File: src/rtl/btn_conditioner.sv
// -----------------------------------------------------------------------------
// btn_conditioner
// Turns raw, bouncing, asynchronous push-button levels into clean single-cycle
// clk-synchronous pulses for the calculator core. Each channel has a 2-flop
// synchronizer, a consecutive-sample debounce counter, a stable-level register
// and a rising-edge pulse generator.
//
// Optional feature (macro BTN_AUTOREPEAT_EN): channels selected by REPEAT_MASK
// emit repeat pulses while held, first after REPEAT_DELAY cycles, then every
// REPEAT_PERIOD cycles. With the macro undefined, one pulse per press.
//
// Ports:
//   clk        system clock
//   rst        asynchronous active-low reset
//   btn_raw    raw button levels, 1 = pressed (asynchronous, bouncing)
//   btn_level  debounced stable level per button
//   btn_pulse  one-cycle pulse per accepted press (and per repeat if enabled)
//   any_pulse  OR of btn_pulse, registered alongside it
// -----------------------------------------------------------------------------
module btn_conditioner #(
  parameter int                 NUM_BTN         = 9,
  parameter int                 DEBOUNCE_CYCLES = 500000,
  parameter int                 REPEAT_DELAY    = 50000000,
  parameter int                 REPEAT_PERIOD   = 10000000,
  parameter logic [NUM_BTN-1:0] REPEAT_MASK     = 9'b000001111
) (
  input  logic               clk,
  input  logic               rst,
  input  logic [NUM_BTN-1:0] btn_raw,
  output logic [NUM_BTN-1:0] btn_level,
  output logic [NUM_BTN-1:0] btn_pulse,
  output logic               any_pulse
);

  localparam int            CW      = $clog2(DEBOUNCE_CYCLES);
  localparam logic [CW-1:0] CNT_MAX = CW'(DEBOUNCE_CYCLES - 1);

  logic [NUM_BTN-1:0] r_s1;
  logic [NUM_BTN-1:0] r_s2;
  logic [NUM_BTN-1:0] r_level;
  logic [NUM_BTN-1:0] r_pulse;
  logic               r_any;
  logic [CW-1:0]      r_cnt [NUM_BTN];

  logic [NUM_BTN-1:0] w_level_nxt;
  logic [NUM_BTN-1:0] w_rise;
  logic [NUM_BTN-1:0] w_pulse_nxt;
  logic [CW-1:0]      w_cnt_nxt [NUM_BTN];

  // Debounce: count consecutive cycles where the synchronized input disagrees
  // with the stable level; any agreeing cycle restarts the count.
  always_comb begin
    w_level_nxt = r_level;
    w_rise      = '0;
    for (int i = 0; i < NUM_BTN; i++) begin
      w_cnt_nxt[i] = '0;
      if (r_s2[i] == r_level[i]) begin
        w_cnt_nxt[i] = '0;
      end else if (r_cnt[i] == CNT_MAX) begin
        w_level_nxt[i] = r_s2[i];
        w_cnt_nxt[i]   = '0;
        // Only a 0->1 acceptance is a press; releases are silent.
        w_rise[i]      = r_s2[i];
      end else begin
        w_cnt_nxt[i] = r_cnt[i] + CW'(1);
      end
    end
  end

`ifdef BTN_AUTOREPEAT_EN
  localparam int            RMAX    = (REPEAT_DELAY > REPEAT_PERIOD) ? REPEAT_DELAY : REPEAT_PERIOD;
  localparam int            HW      = $clog2(RMAX + 1);
  localparam logic [HW-1:0] DLY_MAX = HW'(REPEAT_DELAY - 1);
  localparam logic [HW-1:0] PER_MAX = HW'(REPEAT_PERIOD - 1);

  logic [HW-1:0]      r_hold [NUM_BTN];
  logic [NUM_BTN-1:0] r_phase;      // 0: waiting for first repeat, 1: periodic
  logic [HW-1:0]      w_hold_nxt [NUM_BTN];
  logic [NUM_BTN-1:0] w_phase_nxt;
  logic [NUM_BTN-1:0] w_rep;

  // Hold timer: gated by the next stable level so a release on this edge
  // suppresses any repeat that would otherwise fire.
  always_comb begin
    w_phase_nxt = '0;
    w_rep       = '0;
    for (int i = 0; i < NUM_BTN; i++) begin
      w_hold_nxt[i] = '0;
      if (!REPEAT_MASK[i]) begin
        w_hold_nxt[i] = '0;
      end else if (!w_level_nxt[i] || w_rise[i]) begin
        w_hold_nxt[i] = '0;
      end else if (!r_phase[i] && (r_hold[i] == DLY_MAX)) begin
        w_rep[i]       = 1'b1;
        w_phase_nxt[i] = 1'b1;
      end else if (r_phase[i] && (r_hold[i] == PER_MAX)) begin
        w_rep[i]       = 1'b1;
        w_phase_nxt[i] = 1'b1;
      end else begin
        w_hold_nxt[i]  = r_hold[i] + HW'(1);
        w_phase_nxt[i] = r_phase[i];
      end
    end
    w_pulse_nxt = w_rise | w_rep;
  end

  // Hold timer state.
  always_ff @(posedge clk or negedge rst) begin
    if (!rst) begin
      r_phase <= '0;
      for (int i = 0; i < NUM_BTN; i++) r_hold[i] <= '0;
    end else begin
      r_phase <= w_phase_nxt;
      for (int i = 0; i < NUM_BTN; i++) r_hold[i] <= w_hold_nxt[i];
    end
  end
`else
  // Repeat configuration has no effect in this build.
  logic w_unused_repeat_cfg;
  assign w_unused_repeat_cfg = (^REPEAT_MASK) ^ (REPEAT_DELAY > 0) ^ (REPEAT_PERIOD > 0);

  // Pulse only on accepted presses.
  always_comb begin
    w_pulse_nxt = w_rise;
  end
`endif

  // Synchronizer, debounce state and registered outputs.
  always_ff @(posedge clk or negedge rst) begin
    if (!rst) begin
      r_s1    <= '0;
      r_s2    <= '0;
      r_level <= '0;
      r_pulse <= '0;
      r_any   <= 1'b0;
      for (int i = 0; i < NUM_BTN; i++) r_cnt[i] <= '0;
    end else begin
      r_s1    <= btn_raw;
      r_s2    <= r_s1;
      r_level <= w_level_nxt;
      r_pulse <= w_pulse_nxt;
      r_any   <= |w_pulse_nxt;
      for (int i = 0; i < NUM_BTN; i++) r_cnt[i] <= w_cnt_nxt[i];
    end
  end

  assign btn_level = r_level;
  assign btn_pulse = r_pulse;
  assign any_pulse = r_any;

endmodule

File: config.mk
export PLATFORM = sky130hd
export DESIGN_NAME = btn_conditioner
export DESIGN_NICKNAME = d
export VERILOG_FILES = /design/src/rtl/btn_conditioner.sv
export SDC_FILE = /design/constraint.sdc
export NUM_CORES = 1
export LEC_CHECK = 0
export BUFFER_PORTS_ARGS = -buffer_cell sky130_fd_sc_hd__buf_2
export CAP_MARGIN = 20
export CORE_ASPECT_RATIO = 2
export CORE_UTILIZATION = 56
export CTS_CLUSTER_SIZE = 10
export DETAILED_ROUTE_END_ITERATION = 10
export GPL_TIMING_DRIVEN = 1
export PLACE_DENSITY = 0.85
export SETUP_SLACK_MARGIN = 0.4
export SLEW_MARGIN = 20
export SYNTH_ARGS = -nofsm -noshare
export SYNTH_HDL_FRONTEND = slang
export SYNTH_SLANG_ARGS = --single-unit
File: constraint.sdc
create_clock -name clk -period 1.9 [get_ports clk]
set_clock_uncertainty 0.1 [all_clocks]
set_input_delay 0.475 -clock clk [delete_from_list [all_inputs] [get_ports clk]]
set_output_delay 0.475 -clock clk [all_outputs]
set_load 0.05 [all_outputs]
=== Word level (Yosys, flattened, before mapping) ===
Cells that the tools add are included.

* Memory bits (writable): 0
* Output and inout bits: 19
* Latch bits: 0
* Word-level logic and storage cells: 104
* ROM bits: 0
* Register bits: 208
* Bits of input ports: 11
* Memories: 0

* $add $sub $neg: 9
* Reduce and logical (&&, ||, !) cells: 10
* Div/mod/pow operators: 0
* Mux-type cells: 36
* Bitwise operators: 9
* Shifts and indexed selects: 0
* Order comparisons: 0
* Equality and inequality tests: 18
* Multipliers: 0

{| class="wikitable"
|+ Operator list
! cell !! number
|-
| $mux W19 || 18
|-
| $add A19 B1 Y19 const B || 9
|-
| $eq A19 B19 Y1 const B || 9
|-
| $mux W1 || 18
|-
| $reduce_and A2 Y1 || 9
|-
| $eq A1 B1 Y1 || 9
|-
| $not A1 Y1 || 9
|-
| $reduce_or A9 Y1 || 1
|}

=== Depth between registers and ports, before layout ===
* Depth in word-level cells: 4
* Depth in mapped cells: 9

=== Worst setup path after synthesis ===
No wires, ideal clock.

* Path kind: register -> register
* Start point: register r_cnt[19] (netlist name)
* End point: register r_cnt[31] (netlist name)
* Clock period less this slack: 2.058 ns
* Stages on the path, launching flop included: 10
* Arrival: 1.839 ns
* Library setup time: 0.119 ns
* Data required time: 1.681 ns
* Slack: -0.158 ns
* Path through: dfrtp_1 > ha_1 > and3_1 > clkbuf_1 > nand2_1 > nor4_1 > or2_2 > buf_4 > buf_6 > nor2_1

{| class="wikitable"
|+ RTL lines
! item !! RTL line !! text
|-
| start, declared || 43 || <nowiki>logic [CW-1:0] r_cnt [NUM_BTN];</nowiki>
|}

=== Final worst setup path ===
* Start point: register r_cnt[147] (netlist name)
* End point: register r_any (netlist: any_pulse)

* Cells in the longest elaborated chain, start to end: 4

{| class="wikitable"
|+ Ends and longest elaborated chain
! item !! RTL line !! text
|-
| $eq A19 B19 Y1 || 59 || <nowiki>end else if (r_cnt[i] == CNT_MAX) begin</nowiki>
|-
| $mux W1 || 59 ||
|-
| $mux W1 || 57 || <nowiki>if (r_s2[i] == r_level[i]) begin</nowiki>
|-
| named net w_pulse_nxt[1] || 47 || <nowiki>logic [NUM_BTN-1:0] w_pulse_nxt;</nowiki>
|-
| $reduce_or A9 Y1 || 142 || <nowiki>r_any <= |w_pulse_nxt;</nowiki>
|-
| end signal, assigned || 142 ||
|-
| end, declared || 42 || <nowiki>logic r_any;</nowiki>
|}

The timed path passes the listed nets, and every way through them passes these cells.
A chain may end at the register's enable or synchronous reset.

==> key figures <==
Outcome
  • Status: complete, but fails checks
  • Violated checks: setup timing

Synth
  • Top-area cell type share of the netlist area: ~55%
  • Syn_nets: around 940
  • Synth warnings: 0
  • Async S/R FF share, synth: between 90% and 100%
  • Syn avg cell area: 10.2 um2
  • Cell Area, Synth: approximately 0.0094 mm2
  • Post-Synthesis Cells: slightly above 900
  • Top post-synthesis cells by area: dfrtp_1 55%, nor2_1 8.4%, xor2_1 8.3%
  • EDFF count, synth: 0
  • Netlist cell types: 40
  • Post-synth top area cell: dfrtp_1
  • Post-synth top flop: dfrtp_1
  • Seq/Total Area, Yosys: 55.1%
  • Number of synthesized register bits: about 210

Floorplan
  • Core Box Area: roughly 0.016 mm2
  • Die span in y: 186 um
  • Initial core utilization: 57.8%
  • Die width: approximately 94 um
  • FP Rows: 66
  • Die area: between 0.015 and 0.02 mm2
  • I/O pin cnt: 30

Detailed routing
  • Via count: about 9000
  • Pre-antenna DRT Iters: 8
  • Avg Vias per Cell: 6.75
  • Post-route ant nets: 0
  • Drt total wl: 38.5 mm
  • Initial drt markers: 905
  • # DRC: 0
  • Wirelength per Cell: 28.3 um

Worst setup path
  • Maximum fanout along the worst path: 4
  • Reg2reg end: any_pulse
  • R2r startpoint: r_cnt[147]
  • FF-to-FF setup slack: -0.48 ns
  • CP cell instances: nor4b_1, nand4_1, nor4_4, nor4_1, nand4b_1
  • WP data required: 2.25 ns
  • Critical Path Sink: any_pulse
  • CP Launch Point: r_cnt[147]
  • Crit end category: flop
  • Critical path's slowest cell: nor4b_1
  • Kind of critical path: reg -> reg
  • Critical path arrival: between 2 and 3 ns
  • Type of origin of the critical path: flop
  • Worst path max stage delay: between 0.5 and 0.6 ns
  • R2R depth: 5

GRT
  • Number of global-route vias before repair: just over 9000
  • Initial antenna violation count: 2
  • Total GRT Usage: between 30% and 40%
  • Grt ovf: 0
  • First-pass GRT wire length: ~46 mm
  • Largest net degree at the start of global routing: 49

STA
  • Post-route setup slack: -0.482 ns
  • Hold Vio Cnt, Final: 0
  • Fmax achieved: roughly 0.42 GHz
  • Slew headroom: about 60%
  • # setup viols final: 101
  • Worst hold margin: 0.230 ns
  • RSZ-0062 raised after global routing: true
  • Measured slew at the worst slew-check pin: around 0.57 ns
  • Final Cycle Share: 125%
  • Final Slew Violations: 0
  • Final Critical Period: 2.38 ns

Power and ir drop
  • PD cells: 670 mW/mm2
  • Net Switching: ~2.4 mW
  • Internal Power: approximately 7.2 mW
  • Clock power frac: between 40 and 50%
  • Peak supply drop: between 0.7 and 0.8 mV
  • Gate power share: a little under 8%
  • Sequential share of power: a little under half
  • Sw frac: 25.1%
  • Pleak: about 6 nW

Layout
  • P&R area growth vs syn: 51.1%
  • Fin util: between 80% and 90%
  • Fin area: between 0.01 and 0.015 mm2
  • Final nets: approximately 1200
  • Share of cells above drive strength 1: between 40% and 50%

Placement
  • Hpwl dp: roughly 13 mm
  • Routability congestion estimate: around 0.82
  • Area post-placement: around 0.010 mm2
  • Post-Place Setup Slack: -0.203 ns
  • Buffers on Ports: 29

CTS
  • CTS max path bufs: 3
  • Clock sink total: approximately 210
  • Clock slew at reported path FFs: around 0.08 ns
  • Clk root buf: clkbuf_16
  • Total CTS buffers: 24
  • Worst skew pair latency: approximately 0.53 ns
  • H-Tree Depth: 1
  • CTS tree: done

Hold path
  • Hold Path Class: reg -> reg
  • Hold Path Cell Cnt: 0
  • HP Start: r_s1[8]

Flow run
  • Max-cap violations: 0
per-stage QoR:
stage / power [mW] / setup TNS (ns) / std cells
after detailed placement: 4.97 / -3.78 / 1189
after CTS: 9.13 / -2.84 / 1332
final: 9.56 / -17.09 / 1363
after global placement: 4.96 / -1.68 / 1189
after global routing: 9.77 / -29.55 / 1362
after floorplan: 4.81 / -1.93 / 924
cells in the final DEF, fill, tap and decap left out, drive strengths merged, types with 2 or more instances in the layout:
cell type and instances:
o21ai 2, buf 201, nand4 46, nor4 23
nand2b 5, nor4b 7, or2 16, xor2 90
nand4b 3, and3 16, diode 2, or4 4
and4 14, mux2 8, inv 25, nor4bb 3
nor3 16, nand2 60, ha 9, nor2 211
nor3b 3, xnor2 72, dfrtp 208, dlygate4sd3 10
and2 4, nand3 57, clkbuf 32, or3 4
worst min-delay path by stage:
stage                endpoint  slack (ns)
floorplan           any_pulse        0.08
global placement      r_s2[8]        0.23
detailed placement    r_s2[1]        0.23
CTS                   r_s2[8]        0.24
global route          r_s2[8]        0.23
finish                r_s2[8]        0.23
cell type report:
cell class,count,area (um2)
Clock buffer,29,641
Tap cell,204,255
Timing Repair Buffer,214,2200
Sequential cell,208,5230
Fill cell,616,2080
Multi-Input combinational cell,681,5850
Antenna cell,2,5.00
Inverter,25,93.8
metal layers:
layer	wire length (um)	GRT usage, %	up-vias
met4	4050	24.6	0
met1	12000	34.5	4496
met5	0	0	-
met2	19000	63.1	782
li1	-	-	3553
met3	3390	5.80	367
worst max-delay path: cells and delay by family (launching register included):
kind	cells	cell delay, ns
simple gates	5	1.79
flops	1	0.43
synthesized netlist by cell type, types with 2 or more instances:
library cell and n:
or3_1 4, buf_6 2, ha_1 9, and2_1 4
clkbuf_1 8, nand3_1 57, nand2_1 58, inv_1 25
or2_1 3, nor4_1 23, nor2_1 211, nand4b_1 3
or4_1 4, or2_2 4, mux2_2 8, nor3_1 16
nand2b_1 5, xnor2_1 72, nand4_1 46, nor3b_1 3
nor4b_1 7, nor4bb_1 3, dfrtp_1 208, xor2_1 90
buf_2 9, and3_1 15, and4_1 14
power groups by stage:
stage,Sequential [mW],Clock [mW],Combinational [mW]
after global placement,4.63,0,0.322
final,4.58,4.23,0.746
after floorplan,4.63,0,0.182
after detailed placement,4.64,0,0.331
after global routing,4.58,4.40,0.784
after CTS,4.56,4.01,0.566
state kept, by name (all words and copies together) (netlist names):
name / flops
r_cnt: 171
btn_level: 9
btn_pulse: 9
r_s1: 9
r_s2: 9
any_pulse: 1
repair_timing:
item,in CTS,in global routing
endpoints found under the setup margin,201,203
hold endpoints to repair,48,0
pin swaps,65,64
cloned,19,3
buffers inserted,85,26
resized for setup,228,227
hold buffers,10,0
cell families (layout without fill, tap and decap cells):
| kind of cell | after synthesis | in the layout | share of synthesized area (%) |
|---|---|---|---|
| adders and majority gates | 9 | 9 | 1.19 |
| and+or+nand+nor | 487 | 498 | 25.1 |
| xor gates and xnor gates | 162 | 162 | 15.0 |
| AOI/OAI and AO/OA | 4 | 4 | 0.278 |
| buffers and inverters | 46 | 268 | 2.32 |
| other | 0 | 2 | 0 |
| muxes | 8 | 8 | 0.954 |
| DFF | 208 | 208 | 55.1 |
Power figures use the tool's default switching activity.
